==> src/rtl/bitmem_rr_arbiter_if.sv <==
// Request/grant bundle between the CPU data-bit ports and the shared bit-memory arbiter.
// master = CPU side (drives REQ/LOCK), slave = arbiter side.
interface bitmem_rr_arbiter_if;
   logic [2:0] REQ;
   logic [2:0] LOCK;
   logic [2:0] GNT;
   logic [2:0] WT;
   logic [1:0] SEL;
   logic       BUSY;
   logic [1:0] LAST;
   logic       PREEMPT;

   modport master (output REQ, LOCK, input GNT, WT, SEL, BUSY, LAST, PREEMPT);
   modport slave  (input REQ, LOCK, output GNT, WT, SEL, BUSY, LAST, PREEMPT);
endinterface

==> src/rtl/bitmem_rr_arbiter.sv <==
// Registered round-robin owner FSM for the shared semaphore bit memory (3 requesters).
// Optional hold-timeout preemption is compiled in when ARB_TIMEOUT_EN is defined.
module bitmem_rr_arbiter #(
   parameter int MAX_HOLD = 16,
   parameter int CNT_W    = 5
) (
   input  logic               CLK,
   input  logic               CLR,
   bitmem_rr_arbiter_if.slave bus
);
   typedef enum logic [1:0] {IDLE = 2'd0, OWN = 2'd1, GAP = 2'd2} state_t;

   state_t           state_reg, state_next;
   logic [2:0]       gnt_reg, gnt_next;
   logic [1:0]       sel_reg, sel_next;
   logic [1:0]       last_reg, last_next;
   logic [CNT_W-1:0] cnt_reg, cnt_next;
   logic             preempt_reg, preempt_next;

   logic [1:0]       winner;
   logic             found;
   logic [2:0]       cand;
   logic             own_req, own_lock, other_req;

   if (MAX_HOLD < 2 || MAX_HOLD > (2**CNT_W - 1)) begin : g_bad_hold
      $error("bitmem_rr_arbiter: MAX_HOLD outside 2..2**CNT_W-1");
   end

   // Rotating scan starting just after the most recent owner, so it gets lowest priority.
   always_comb begin
      winner = 2'd0;
      found  = 1'b0;
      cand   = 3'd0;
      for (int i = 1; i <= 3; i++) begin
         cand = {1'b0, last_reg} + 3'(i);
         if (cand >= 3'd3)
            cand = cand - 3'd3;
         if (!found && bus.REQ[cand[1:0]]) begin
            winner = cand[1:0];
            found  = 1'b1;
         end
      end
   end

   assign own_req   = |(bus.REQ & gnt_reg);
   assign own_lock  = |(bus.LOCK & gnt_reg);
   assign other_req = |(bus.REQ & ~gnt_reg);

   always_comb begin
      state_next   = state_reg;
      gnt_next     = gnt_reg;
      sel_next     = sel_reg;
      last_next    = last_reg;
      cnt_next     = cnt_reg;
      preempt_next = 1'b0;
      case (state_reg)
         IDLE: begin
            if (found) begin
               state_next = OWN;
               gnt_next   = 3'b001 << winner;
               sel_next   = winner;
               last_next  = winner;
               cnt_next   = CNT_W'(1);
            end
         end
         OWN: begin
            if (own_req || own_lock) begin
`ifdef ARB_TIMEOUT_EN
               if (cnt_reg >= CNT_W'(MAX_HOLD) && !own_lock && other_req) begin
                  state_next   = GAP;
                  gnt_next     = 3'b000;
                  sel_next     = 2'd3;
                  cnt_next     = '0;
                  preempt_next = 1'b1;
               end else if (cnt_reg != '1) begin
                  cnt_next = cnt_reg + 1'b1;
               end
`else
               if (cnt_reg != '1)
                  cnt_next = cnt_reg + 1'b1;
`endif
            end else begin
               state_next = GAP;
               gnt_next   = 3'b000;
               sel_next   = 2'd3;
               cnt_next   = '0;
            end
         end
         // Bus turnaround: one dead cycle before arbitration resumes.
         GAP: begin
            state_next = IDLE;
            gnt_next   = 3'b000;
            sel_next   = 2'd3;
            cnt_next   = '0;
         end
         default: begin
            state_next = IDLE;
            gnt_next   = 3'b000;
            sel_next   = 2'd3;
            cnt_next   = '0;
         end
      endcase
   end

   always_ff @(posedge CLK) begin
      if (!CLR) begin
         state_reg   <= IDLE;
         gnt_reg     <= 3'b000;
         sel_reg     <= 2'd3;
         last_reg    <= 2'd2;
         cnt_reg     <= '0;
         preempt_reg <= 1'b0;
      end else begin
         state_reg   <= state_next;
         gnt_reg     <= gnt_next;
         sel_reg     <= sel_next;
         last_reg    <= last_next;
         cnt_reg     <= cnt_next;
         preempt_reg <= preempt_next;
      end
   end

   // WT is the only output with a combinational path from the requests.
   assign bus.WT      = bus.REQ & ~gnt_reg;
   assign bus.GNT     = gnt_reg;
   assign bus.SEL     = sel_reg;
   assign bus.BUSY    = |gnt_reg;
   assign bus.LAST    = last_reg;
   assign bus.PREEMPT = preempt_reg;
endmodule

==> src/flat_wrapper.sv <==
// flat-port wrapper written by rule: the top's interface ports become plain ports
module bitmem_rr_arbiter_flat 
#(
   parameter int MAX_HOLD = 16,
   parameter int CNT_W    = 5
)
  (CLK, CLR, bus_REQ, bus_LOCK, bus_GNT, bus_WT, bus_SEL, bus_BUSY, bus_LAST, bus_PREEMPT);
  bitmem_rr_arbiter_if bus_i ();
  input  logic CLK;
  input  logic CLR;
  input wire logic [$bits(bus_i.REQ)-1:0] bus_REQ;
  input wire logic [$bits(bus_i.LOCK)-1:0] bus_LOCK;
  output wire logic [$bits(bus_i.GNT)-1:0] bus_GNT;
  output wire logic [$bits(bus_i.WT)-1:0] bus_WT;
  output wire logic [$bits(bus_i.SEL)-1:0] bus_SEL;
  output wire logic [$bits(bus_i.BUSY)-1:0] bus_BUSY;
  output wire logic [$bits(bus_i.LAST)-1:0] bus_LAST;
  output wire logic [$bits(bus_i.PREEMPT)-1:0] bus_PREEMPT;
  assign bus_i.REQ = bus_REQ;
  assign bus_i.LOCK = bus_LOCK;
  assign bus_GNT = bus_i.GNT;
  assign bus_WT = bus_i.WT;
  assign bus_SEL = bus_i.SEL;
  assign bus_BUSY = bus_i.BUSY;
  assign bus_LAST = bus_i.LAST;
  assign bus_PREEMPT = bus_i.PREEMPT;
  bitmem_rr_arbiter #(.MAX_HOLD(MAX_HOLD), .CNT_W(CNT_W)) u_core (.CLK(CLK), .CLR(CLR), .bus(bus_i));
endmodule
==> config.mk <==
export PLATFORM = sky130hd
export DESIGN_NAME = bitmem_rr_arbiter_flat
export DESIGN_NICKNAME = d
export VERILOG_FILES = /design/src/rtl/bitmem_rr_arbiter_if.sv /design/src/rtl/bitmem_rr_arbiter.sv /design/src/flat_wrapper.sv
export SDC_FILE = /design/constraint.sdc
export NUM_CORES = 1
export LEC_CHECK = 0
export CORE_UTILIZATION = 44
export DETAILED_ROUTE_END_ITERATION = 8
export GPL_TIMING_DRIVEN = 0
export PLACE_DENSITY = 0.76
export SYNTH_ARGS = -nofsm -noshare
export SYNTH_HDL_FRONTEND = slang
export SYNTH_SLANG_ARGS = --single-unit
==> constraint.sdc <==
create_clock -name CLK -period 2.72 [get_ports CLK]
set_clock_uncertainty 0.15 [all_clocks]
set_input_delay 0.408 -clock CLK [delete_from_list [all_inputs] [get_ports CLK]]
set_output_delay 0.408 -clock CLK [all_outputs]
set_load 0.005 [all_outputs]
==> After elaboration in Yosys (flattened, before gate mapping) <==
Cells that the tools add are included.
{ "totals": {"latch_bits": 0, "wordCells": 59, "mem_bits_rw": 0, "memories": 0, "romBits": 0, "register_bits": 9} }
{ "op_classes": {"n_div": 0, "add_sub_neg": 6, "reduce_logical": 11, "shifts": 1, "eq_ne": 3, "multipliers": 0, "magnitude_cmp": 6, "muxes": 24, "n_bitwise": 4} }
{ "ops": {"columns": ["cell", "n"], "rows": [
  ["$mux 2", 10],
  ["$and 3x3->3", 3],
  ["$ge 3x2->1 const B", 3],
  ["$lt 2x3->1 const B", 3],
  ["$reduce_or 3->1", 3],
  ["$pmux 2 s2", 2],
  ["$add 2x2->3 const B", 2],
  ["$bmux 1 s2", 3],
  ["$mux 1", 6],
  ["$mux 3", 2],
  ["$pmux 3 s2", 1],
  ["$sub 2x2->2 const B", 3],
  ["$reduce_and 2->1", 2],
  ["$add 2x1->3 const B", 1],
  ["$not 3->3", 1],
  ["$shl 1x2->3 const A", 1],
  ["$eq 2x1->1 const B", 1],
  ["$logic_and 1x1->1", 2],
  ["$logic_not 1->1", 2],
  ["$logic_not 2->1", 1],
  ["$ne 2x1->1 const B", 1],
  ["$ne 2x2->1 const B", 1],
  ["$logic_or 1x1->1", 1]
]} }

==> Longest topological paths before layout <==
Gate-level depths: netlist of run 1.
{ "depth": {"ltp_word": 15, "ltp_mapped": 8} }

==> Worst setup path after synthesis of run 1 <==
OpenSTA, ideal clock, no wires.
{ "synth_timing": {"kind": "register to register", "from": "register u_core.last_reg[0] (netlist: u_core.bus.LAST[0])", "to": "register u_core.last_reg[0] (netlist: u_core.bus.LAST[0])", "path_stages_with_launch": 9, "arrival_time_ns": 1.970, "required_ns": 2.500, "slack_ns": 0.530, "setup_time_ns": 0.070, "synth_period_minus_slack_ns": 2.190, "path_cell_list": "dfxtp_1 > inv_1 > ha_1 > buf_6 > nor2b_4 > a211oi_2 > nor2_2 > or4b_1 > a21boi_1"} }
{ "synth_via": {"elab_chain_cells": 13, "elab_cells_between_ends": 29, "cone_classes": "6 x add/sub; 3 x order compare; 15 x mux; 5 x reduce/logical"} }
{ "synth_rtl": {"columns": ["item", "line", "text"], "rows": [
  ["start: declaration", "bitmem_rr_arbiter.sv:16", "logic [1:0] last_reg, last_next;"],
  ["start signal: assignment", "bitmem_rr_arbiter.sv:117", "last_reg <= last_next;"],
  ["$add 2x1->3", "bitmem_rr_arbiter.sv:35", "cand = {1'b0, last_reg} + 3'(i);"],
  ["$ge 3x2->1 / $sub 2x2->2 (equally long branches)", "bitmem_rr_arbiter.sv:36, bitmem_rr_arbiter.sv:37", null],
  ["$mux 2", "bitmem_rr_arbiter.sv:36", "if (cand >= 3'd3)"],
  ["$bmux 1 s2", "bitmem_rr_arbiter.sv:38", "if (!found && bus.REQ[cand[1:0]]) begin"],
  ["$mux 1 (implied by the code)", "bitmem_rr_arbiter.sv:38", null],
  ["$mux 1", "bitmem_rr_arbiter.sv:38", null],
  ["$logic_not 1->1", "bitmem_rr_arbiter.sv:38", null],
  ["$logic_and 1x1->1", "bitmem_rr_arbiter.sv:38", null],
  ["$mux 1", "bitmem_rr_arbiter.sv:38", null],
  ["$logic_not 1->1", "bitmem_rr_arbiter.sv:38", null],
  ["$logic_and 1x1->1", "bitmem_rr_arbiter.sv:38", null],
  ["$mux 1", "bitmem_rr_arbiter.sv:38", null],
  ["$reduce_and 2->1 (no source line)", null, null]
]} }
Several ways; a longest one is shown, not always the timed one. The select of a mux whose other input is x is not followed.
A chain may end at the register's enable or synchronous reset.

==> Worst setup path after layout of run 1 <==
{ "layout_timing": {"from": "register u_core.last_reg[0] (netlist: u_core.bus.LAST[0])", "to": "register u_core.gnt_reg[1] (netlist: u_core.bus.GNT[1])"} }
{ "layout_via": {"elab_chain_cells": 15, "elab_cells_between_ends": 33, "cone_classes": "6 x add/sub; 3 x order compare; 1 x eq/ne; 1 x shift; 17 x mux; 5 x reduce/logical"} }
{ "layout_rtl": {"columns": ["item", "line", "text"], "rows": [
  ["$add 2x1->3", "bitmem_rr_arbiter.sv:35", null],
  ["$ge 3x2->1 / $sub 2x2->2 (equally long branches)", "bitmem_rr_arbiter.sv:36, bitmem_rr_arbiter.sv:37", null],
  ["$mux 2", "bitmem_rr_arbiter.sv:36", null],
  ["$bmux 1 s2", "bitmem_rr_arbiter.sv:38", null],
  ["$mux 1 (implied by the code)", "bitmem_rr_arbiter.sv:38", null],
  ["$mux 1", "bitmem_rr_arbiter.sv:38", null],
  ["$logic_not 1->1", "bitmem_rr_arbiter.sv:38", null],
  ["$logic_and 1x1->1", "bitmem_rr_arbiter.sv:38", null],
  ["$mux 1", "bitmem_rr_arbiter.sv:38", null],
  ["$logic_not 1->1", "bitmem_rr_arbiter.sv:38", null],
  ["$logic_and 1x1->1", "bitmem_rr_arbiter.sv:38", null],
  ["$mux 2", "bitmem_rr_arbiter.sv:38", null],
  ["$shl 1x2->3", "bitmem_rr_arbiter.sv:60", "gnt_next = 3'b001 << winner;"],
  ["$mux 3", "bitmem_rr_arbiter.sv:58", "if (found) begin"],
  ["$pmux 3 s2", "bitmem_rr_arbiter.sv:56", "case (state_reg)"],
  ["end signal: assignment", "bitmem_rr_arbiter.sv:115", "gnt_reg <= gnt_next;"],
  ["end: declaration", "bitmem_rr_arbiter.sv:14", "logic [2:0] gnt_reg, gnt_next;"]
]} }
Several ways; a longest one is shown, not always the timed one. The select of a mux whose other input is x is not followed.

==> summary.txt, run 1 <==
Global route
  – Number of global-route vias before repair: 512
  – GRT Total Usage: 21.2%
  – M2 GR Usage: 35.5%
  – Met1 usage: 25.1%
  – GR met3 Demand/Resource: 3.33%
  – Busiest grt layer: met2
  – Total congestion overflow: 0
  – Initial antenna violation count: 0
  – Largest net degree at the start of global routing: 9
  – First-pass GRT wire length: 2180 um

Die
  – Die X: 40.0 um
  – Core area: 0.00132 mm2
  – Core Rows: 13
  – Top-level port count: 20
  – Starting Density: 48.1%
  – Vert. Die Dim: 40.0 um
  – Die area: 0.00160 mm2

Hold path
  – Worst Hold Launch: u_core.bus.SEL[1]
  – WHS Path Cells: 1
  – HP Class: flop to flop
  – WHS Endpoint: u_core.bus.SEL[1]

Yosys
  – Top_reg_cell synth: dfxtp_1
  – Syn Nets: 84
  – Cell variety after synth: 37
  – EDFF count, synth: 0
  – Synth cell count leaders: dfxtp_1, o21ai_0, inv_1
  – Synthesized cell area: 634 um2
  – Post-synth ARST share: 0%
  – Mean post-synth cell area: 8.69 um2
  – Register area share after synthesis: 28.4%
  – Main area contributors after synthesis: dfxtp_1, ha_1, mux2i_1, o21ai_0, nor2b_1
  – Count leader, synth: dfxtp_1
  – Cells after Synth: 73
  – Share of the synthesized area in the top cell type: 28.4%
  – Yosys warns: 0
  – Yosys reg bits: 9
  – Leading area contributor after synthesis: dfxtp_1

Power
  – Leak: 0.360 nW
  – PD cells: 1150 mW/mm2
  – VDD IR-drop max: 0.000581 V

Clock tree
  – Hold buffer count at cts: 0
  – Root buf cell: clkbuf_4
  – Setup Buffers After CTS: 0
  – CTS Buffer Depth: 2
  – Clock sink count: 9
  – CTS tree: yes
  – H-tree lvl count: 1
  – Clock Latency Late Sink: 260 ps
  – Total CTS buffers: 3
  – Worst-path clk slew: 60 ps
  – Post-CTS resize count: 0

Route
  – Vias/cell: 5.74
  – DR vias: 631
  – DRT antenna net count: 0
  – Final wirelength: 1530 um
  – Drt pass-1 iters: 5
  – DRC Markers: 0
  – Initial drt markers: 19
  – WL per Instance: 13.9 um

Critical path
  – Crit. End Element: flop
  – CP max stage delay: 520 ps
  – Critical Path Start: u_core.bus.LAST[0]
  – R2R setup slack: 280 ps
  – Crit Path Class: flop to flop
  – Top cell by count, worst path: inv_1
  – Worst-path cell chain: inv_1 -> ha_1 -> buf_6 -> inv_1 -> nor3_1 -> o311ai_0 -> o21ai_0 -> and3b_1
  – Critical-path maximum fanout: 8
  – Worst Path Buf+Inv: 3
  – Arr. time, crit path: 2500 ps
  – Cell class contributing the biggest share of worst-path delay: compound AO/OA/AOI/OAI gates
  – Crit start category: flop
  – CP required: 2770 ps
  – Reg2reg start: u_core.bus.LAST[0]
  – RR Endpoint: u_core.bus.GNT[1]
  – CP max stage cell: o311ai_0
  – Worst R2R Path Depth: 8

Layout
  – Share of layout cells above drive strength 1: 11.6%
  – Final non-filler cell area: 860 um2
  – Area Overhead vs Synth: 35.5%
  – Largest register FFs: 3
  – Fin cells: 110
  – ANT cells: 0
  – Nets: 107

Place
  – Gp weighted congestion: 0.854
  – Placed cell count: 106
  – Port buffer count: 18
  – Detail Placement HPWL: 1170 um
  – Placed Area: 833 um2

STA
  – Slew margin rel.: 59.9%
  – Final Setup Violations: 0
  – Final hold vios: 0
  – Fmax: 0.409 GHz
  – Tcrit/Tclk final: 89.8%
  – Max-slew violation count: 0
  – RSZ-0062 raised after global routing: no
  – Setup_tns: 0 ps
  – Minimum clock period: 2440 ps
  – Slew of the pin with the lowest slew margin: 594 ps

Job
  – Max-cap violations: 0

Outcome
  – Status: finished, final reports clean
## layout by cell type (no fill, tap or decap), types with 2 or more instances in the layout
cell type	Yosys	layout
nor2b_1	4	4
o31ai_1	2	2
mux2i_1	3	3
dfxtp_1	9	9
nand3_1	4	4
and3b_1	2	2
a21oi_1	2	2
a21boi_1	2	2
clkdlybuf4s50_1	0	18
clkbuf_4	0	3
or3_1	2	2
ha_1	3	3
inv_1	5	5
nor3_1	3	3
nor2_1	3	3
o21ai_0	6	6
## kinds of logic after synthesis
kind of cell,after synthesis,synth area share (%)
buffers and inverters,7,5.92
flip-flops,9,28.4
multiplexers,3,4.73
adder cells (fa/ha/maj),3,5.92
AO/OA/AOI/OAI,23,26.6
AND/OR/NAND/NOR,27,27.8
other,1,0.591
## per-layer routing
layer | up-vias | part of all wire (%) | wire length [um]
met5 | - | 0 | 0
met3 | 5 | 5.1 | 78
met2 | 23 | 49 | 748
met1 | 288 | 44 | 664
li1 | 315 | - | -
met4 | 0 | 2.2 | 34
## area by class of cell
type / instances / area, um2
repair buffers: 18 / 180
flip-flops and latches: 9 / 180
plain buffers: 2 / 18.8
fillers: 123 / 458
multi-input cells: 57 / 417
well taps: 15 / 18.8
inverters: 5 / 18.8
clock buffers: 4 / 26.3
## power by group
part | internal, mW | total [mW] | switching [mW]
clock network | 0.0565 | 0.102 | 0.0457
logic | 0.337 | 0.643 | 0.306
registers | 0.185 | 0.240 | 0.0550
total | 0.579 | 0.985 | 0.406
## metrics by stage
step	setup slack [ps]	hold WS, ps	power, mW	utilization (%)
global route	15.8	337	1.06	65.2
finish	277	311	0.985	65.2
CTS	247	315	0.994	65.2
detailed placement	290	296	0.886	63.2
global placement	341	290	0.870	63.2
floorplan	530	301	0.666	-
## worst max path at each step
stage | end | slack [ps] | cells past startpoint
4_1_cts | u_core.bus.GNT[1] | 250 | 8
3_3_place_gp | u_core.bus.GNT[1] | 340 | 6
5_1_grt | u_core.bus.GNT[1] | 20 | 8
3_5_place_dp | u_core.bus.GNT[1] | 290 | 8
2_1_floorplan | u_core.bus.LAST[0] | 530 | 8
6_report | u_core.bus.GNT[1] | 280 | 8
(Power assumes the default switching activity.)
==> inputs of run 2 (changes only) <==
--- a/config.mk
+++ b/config.mk
@@ -7,8 +7,9 @@
 export LEC_CHECK = 0
 export CORE_UTILIZATION = 44
 export DETAILED_ROUTE_END_ITERATION = 8
-export GPL_TIMING_DRIVEN = 0
+export GPL_TIMING_DRIVEN = 1
 export PLACE_DENSITY = 0.76
 export SYNTH_ARGS = -nofsm -noshare
 export SYNTH_HDL_FRONTEND = slang
 export SYNTH_SLANG_ARGS = --single-unit
+export TNS_END_PERCENT = 50
==> run 2 against run 1 <==
Effect of this change: sequential power barely moved; setup slack improved by 26 ps; die area did not move; utilization fell by 1.4 points; largest power group unchanged.
==> summary.txt, run 2 (synthesis results as in run 1) <==
Route
  – Final wirelength: 1390 um (was 1530 um)
  – DRT antenna net count: 0 (unchanged)
  – DR vias: 618 (was 631)
  – WL per Instance: 12.9 um (was 13.9 um)
  – Vias/cell: 5.72 (was 5.74)
  – DRC Markers: 0 (unchanged)
  – Drt pass-1 iters: 4 (was 5)
  – Initial drt markers: 25 (was 19)

Place
  – Port buffer count: 18 (unchanged)
  – Gp weighted congestion: 0.811 (was 0.854)
  – Detail Placement HPWL: 1040 um (was 1170 um)

Layout
  – Share of layout cells above drive strength 1: 9.68% (was 11.6%)
  – Util after Layout: 63.8% (was 65.2%)
  – ANT cells: 0 (unchanged)
  – Area Overhead vs Synth: 32.5% (was 35.5%)
  – Commonest non-fill, non-tap cell in the layout: clkdlybuf4s50_1 (unchanged)
  – Largest register FFs: 3 (unchanged)
  – Layout fillers: 117 (was 123)
  – Nets: 105 (was 107)
  – Commonest non-fill, non-tap cells in the layout: clkdlybuf4s50_1, dfxtp_1, o21ai_0 (unchanged)

Clock tree
  – Worst-path clk slew: 60 ps (about the same)
  – Post-CTS resize count: 0 (unchanged)
  – Clock sink count: 9 (unchanged)
  – Root buf cell: clkbuf_4 (unchanged)
  – Clock Latency Late Sink: 260 ps (about the same)
  – Setup Buffers After CTS: 0 (unchanged)
  – Hold buffer count at cts: 0 (unchanged)
  – CTS tree: yes (unchanged)
  – Total CTS buffers: 3 (unchanged)
  – H-tree lvl count: 1 (unchanged)
  – CTS Buffer Depth: 2 (unchanged)

Global route
  – First-pass GRT wire length: 1980 um (was 2180 um)
  – Number of global-route vias before repair: 451 (was 512)
  – Largest net degree at the start of global routing: 9 (unchanged)
  – GRT Total Usage: 19.0% (was 21.2%)
  – Total congestion overflow: 0 (unchanged)
  – Initial antenna violation count: 0 (unchanged)

Power
  – PD cells: 1130 mW/mm2 (was 1150 mW/mm2)
  – Tot Pwr: 0.949 mW (was 0.985 mW)
  – Switching part of the total: 41.1% (was 41.3%)
  – Sequential group share of total power: 25.2% (was 24.3%)
  – Leak: 0.348 nW (was 0.360 nW)
  – Int Pwr: 0.559 mW (was 0.579 mW)
  – Sw power: 0.390 mW (was 0.406 mW)
  – VDD IR-drop max: 0.000783 V (was 0.000581 V)
  – Logic pwr share: 64.3% (was 65.3%)
  – Clk pwr share: 10.6% (was 10.4%)

Die
  – Top-level port count: 20 (unchanged)
  – Vert. Die Dim: 40.0 um (unchanged)
  – Starting Density: 48.1% (unchanged)
  – Die X: 40.0 um (unchanged)
  – Core Rows: 13 (unchanged)
  – Core area: 0.00132 mm2 (unchanged)
  – Die area: 0.00160 mm2 (unchanged)

STA
  – Slew of the pin with the lowest slew margin: 583 ps (was 594 ps)
  – RSZ-0062 raised after global routing: no (unchanged)
  – Final Setup Violations: 0 (unchanged)
  – Minimum clock period: 2420 ps (was 2440 ps)
  – Slew margin rel.: 60.6% (was 59.9%)
  – Setup_tns: 0 ps (unchanged)
  – Fmax: 0.414 GHz (was 0.409 GHz)
  – Tcrit/Tclk final: 88.9% (was 89.8%)
  – Final hold vios: 0 (unchanged)
  – Max-slew violation count: 0 (unchanged)

Critical path
  – Crit start category: flop (unchanged)
  – Arr. time, crit path: 2470 ps (was 2500 ps)
  – Crit. End Element: flop (unchanged)
  – Crit Path Class: flop to flop (unchanged)
  – CP required: 2770 ps (about the same)
  – Critical-path maximum fanout: 8 (unchanged)

Outcome
  – Status: finished, final reports clean (unchanged)

Hold path
  – HP Class: flop to flop (unchanged)

Job
  – Max-cap violations: 0 (unchanged)
==> run 2: cell count changes in the layout (fill, tap and decap cells not counted), sizes merged <==
cell  change
buf       -2
==> run 2: area by class of cell <==
| cell class | count | area (um2) | share of cell area (%) |
|---|---|---|---|
| repair buffers | 18 | 180 | 21.4 |
| inverters | 5 | 18.8 | 2.23 |
| well taps | 15 | 18.8 | 2.23 |
| flip-flops and latches | 9 | 180 | 21.4 |
| clock buffers | 4 | 26.3 | 3.13 |
| multi-input cells | 57 | 417 | 49.6 |
==> run 2: final timing paths <==
check                           from           endpoint  slack [ps]  depth (start not counted)
setup / recovery  u_core.bus.LAST[0]  u_core.bus.GNT[1]         300                          7
hold / removal     u_core.bus.SEL[1]  u_core.bus.SEL[1]         330                          1
setup reg to reg  u_core.bus.LAST[0]  u_core.bus.GNT[1]         300                          7
hold reg to reg    u_core.bus.SEL[1]  u_core.bus.SEL[1]         330                          1
==> run 2: power groups by stage <==
| stage | sequential, mW | combinational [mW] | clock (mW) |
|---|---|---|---|
| floorplan | 0.234 | 0.431 | 0 |
| global placement | 0.239 | 0.606 | 0 |
| detailed placement | 0.242 | 0.606 | 0 |
| CTS | 0.240 | 0.610 | 0.105 |
| global route | 0.250 | 0.665 | 0.112 |
| finish | 0.239 | 0.610 | 0.100 |
==> run 2: metrics by stage <==
step                std cells  setup slack, ps  cell area (um2)  hold WS [ps]
floorplan                  73              530              634           301
global placement          104              327              815           289
detailed placement        104              340              815           326
CTS                       108              341              841           344
global route              108              162              841           367
finish                    108              303              841           328
==> run 2: worst max-delay path, stage by stage (launching register included) <==
cell and delay, ps:
dfxtp_1 430, inv_1 90, ha_1 410, inv_1 170
nor3_1 60, o311ai_0 510, o21ai_0 270, and3b_1 260
==> run 2: layer usage <==
metal  up-vias  GRT usage, %  wire length, um
met4         0          7.76               20
met3         5          5.00               97
li1        309             -                -
met1       276          24.6              648
met5         -             0                0
met2        28          29.8              623
==> inputs of run 3 (changes only) <==
--- a/config.mk
+++ b/config.mk
@@ -5,10 +5,10 @@
 export SDC_FILE = /design/constraint.sdc
 export NUM_CORES = 1
 export LEC_CHECK = 0
-export CORE_UTILIZATION = 44
+export CORE_UTILIZATION = 40
 export DETAILED_ROUTE_END_ITERATION = 8
 export GPL_TIMING_DRIVEN = 1
-export PLACE_DENSITY = 0.76
+export PLACE_DENSITY = 0.73
 export SYNTH_ARGS = -nofsm -noshare
 export SYNTH_HDL_FRONTEND = slang
 export SYNTH_SLANG_ARGS = --single-unit
==> constraint.sdc (replaced) <==
create_clock -name CLK -period 2.1 [get_ports CLK]
set_clock_uncertainty 0.15 [all_clocks]
set_input_delay 0.315 -clock CLK [delete_from_list [all_inputs] [get_ports CLK]]
set_output_delay 0.315 -clock CLK [all_outputs]
set_load 0.005 [all_outputs]
==> run 3 against run 2 <==
Effect of this change: sequential power increased by 28%; design area increased by 20%; first-iteration DRC count decreased by 28%; cell count increased by 12%; flip-flop and latch count unchanged.
==> summary.txt, run 3 (synthesis results as in run 1) <==
Layout
  – ANT cells: 0 (unchanged)
  – Fin cells: 121 (was 108)
  – Share of layout cells above drive strength 1: 30.5% (was 9.68%)
  – Area Overhead vs Synth: 58.6% (was 32.5%)
  – Nets: 117 (was 105)
  – Commonest non-fill, non-tap cell in the layout: clkdlybuf4s50_1 (unchanged)
  – Largest register FFs: 3 (unchanged)
  – Layout fillers: 126 (was 117)
  – Final non-filler cell area: 0.00101 mm2 (was 841 um2)
  – Commonest non-fill, non-tap cells in the layout: clkdlybuf4s50_1, buf_4, dfxtp_1 (was clkdlybuf4s50_1, dfxtp_1, o21ai_0)

Global route
  – GRT Total Usage: 21.0% (was 19.0%)
  – First-pass GRT wire length: 2800 um (was 1980 um)
  – Largest net degree at the start of global routing: 9 (unchanged)
  – Initial antenna violation count: 0 (unchanged)
  – Total congestion overflow: 0 (unchanged)
  – Number of global-route vias before repair: 647 (was 451)

STA
  – Tcrit/Tclk final: 97.5% (was 88.9%)
  – Minimum clock period: 2050 ps (was 2420 ps)
  – RSZ-0062 raised after global routing: yes (was no)
  – Final hold vios: 0 (unchanged)
  – Max-slew violation count: 0 (unchanged)
  – Final Setup Violations: 0 (unchanged)
  – Fmax: 0.488 GHz (was 0.414 GHz)
  – Fin worst setup slack: 52.2 ps (was 303 ps)

Clock tree
  – Clock sink count: 9 (unchanged)
  – Clock Latency Late Sink: 260 ps (about the same)
  – Worst-path clk slew: 60 ps (about the same)
  – Total CTS buffers: 3 (unchanged)
  – CTS tree: yes (unchanged)
  – H-tree lvl count: 1 (unchanged)
  – Root buf cell: clkbuf_4 (unchanged)
  – CTS Buffer Depth: 2 (unchanged)

Critical path
  – Crit start category: flop (unchanged)
  – Arr. time, crit path: 2090 ps (was 2470 ps)
  – Crit Path Class: flop to flop (unchanged)
  – Crit. End Element: flop (unchanged)
  – Critical-path maximum fanout: 5 (was 8)
  – CP max stage delay: 490 ps (was 510 ps)
  – CP required: 2150 ps (was 2770 ps)
  – CP max stage cell: or4b_4 (was o311ai_0)
  – Worst-path cell chain: inv_2 -> buf_4 -> ha_4 -> mux2i_1 -> o22ai_2 -> nor2_2 -> or4b_4 -> a21boi_2 (was inv_1 -> ha_1 -> inv_1 -> nor3_1 -> o311ai_0 -> o21ai_0 -> and3b_1)

Die
  – Die area: 0.00175 mm2 (was 0.00160 mm2)
  – Vert. Die Dim: 41.8 um (was 40.0 um)
  – Starting Density: 42.6% (was 48.1%)
  – Core area: 0.00149 mm2 (was 0.00132 mm2)
  – Core Rows: 14 (was 13)
  – Top-level port count: 20 (unchanged)
  – Die X: 41.8 um (was 40.0 um)

Place
  – Placed Area: 907 um2 (was 815 um2)
  – Port buffer count: 18 (unchanged)
  – Detail Placement HPWL: 1250 um (was 1040 um)
  – Gp weighted congestion: 0.879 (was 0.811)
  – Placed cell count: 116 (was 104)
  – Post-Place Setup Slack: -132 ps (was 340 ps)

Route
  – WL per Instance: 14.2 um (was 12.9 um)
  – Final wirelength: 1720 um (was 1390 um)
  – DRC Markers: 0 (unchanged)
  – Vias/cell: 5.74 (was 5.72)
  – Initial drt markers: 18 (was 25)
  – DR vias: 694 (was 618)
  – DRT antenna net count: 0 (unchanged)
  – Drt pass-1 iters: 4 (unchanged)

Power
  – VDD IR-drop max: 0.000862 V (was 0.000783 V)
  – PD cells: 1560 mW/mm2 (was 1130 mW/mm2)
  – Leak: 0.419 nW (was 0.348 nW)

Outcome
  – Status: finished, final reports clean (unchanged)

Hold path
  – HP Class: flop to flop (unchanged)

Job
  – Max-cap violations: 0 (unchanged)
## run 3: cell count changes in the layout (fill, tap and decap cells not counted), sizes merged
| cell | previous run | this run |
|---|---|---|
| buf | 0 | 12 |
| clkdlybuf4s50 | 18 | 17 |
| dlymetal6s2s | 0 | 1 |
## run 3: worst paths after layout
| path | from | to | slack, ps | depth (start not counted) |
|---|---|---|---|---|
| worst max register to register | u_core.bus.LAST[0] | u_core.bus.LAST[0] | 50 | 8 |
| worst min register to register | u_core.bus.SEL[1] | u_core.bus.SEL[1] | 310 | 1 |
| worst min-delay path | u_core.bus.SEL[1] | u_core.bus.SEL[1] | 310 | 1 |
| worst max-delay path | u_core.bus.LAST[0] | u_core.bus.LAST[0] | 50 | 8 |
## run 3: through the flow
| step | TNS, ps | utilization [%] | power, mW | hold slack [ps] |
|---|---|---|---|---|
| 2_1_floorplan | 0 | - | 0.891 | 237 |
| 3_3_place_gp | -248 | 60.9 | 1.25 | 291 |
| 3_5_place_dp | -438 | 60.9 | 1.27 | 295 |
| 4_1_cts | -15.6 | 63.9 | 1.45 | 313 |
| 5_1_grt | -20.1 | 67.6 | 1.67 | 333 |
| 6_report | 0 | 67.6 | 1.56 | 308 |
## run 3: cell type report
type	instances	area (um2)	area share (%)
multi-input cells	57	482	47.9
repair buffers	30	277	27.5
flip-flops and latches	9	183	18.2
clock buffers	4	26.3	2.61
well taps	16	20.0	1.99
inverters	5	18.8	1.87
## run 3: power breakdown
part	total (mW)	switching, mW	internal, mW
clock network	0.132	0.0592	0.0732
logic	1.13	0.518	0.609
registers	0.305	0.0624	0.243
total	1.56	0.639	0.925
## run 3: timing repair
item,4_1_cts,5_1_grt
pin swaps,2,5
setup endpoints to repair,6,8
hold buffers,0,0
setup buffers,0,1
resized for setup,6,13
## run 3: worst max-delay path: cells and delay by family, from the launching register on
| family | cells | cell delay [ps] |
|---|---|---|
| mux | 1 | 130 |
| simple gates | 2 | 570 |
| compound gates | 2 | 450 |
| buf+inv | 2 | 170 |
| fa+ha+maj | 1 | 180 |
| flops | 1 | 330 |
## run 3: routing by layer
metal / global-route usage [%] / wire, um / up-vias
li1: - / - / 335
met1: 24.4 / 711 / 322
met2: 36.6 / 847 / 33
met3: 6.96 / 135 / 4
met4: 5.81 / 22 / 0
met5: 0 / 0 / -
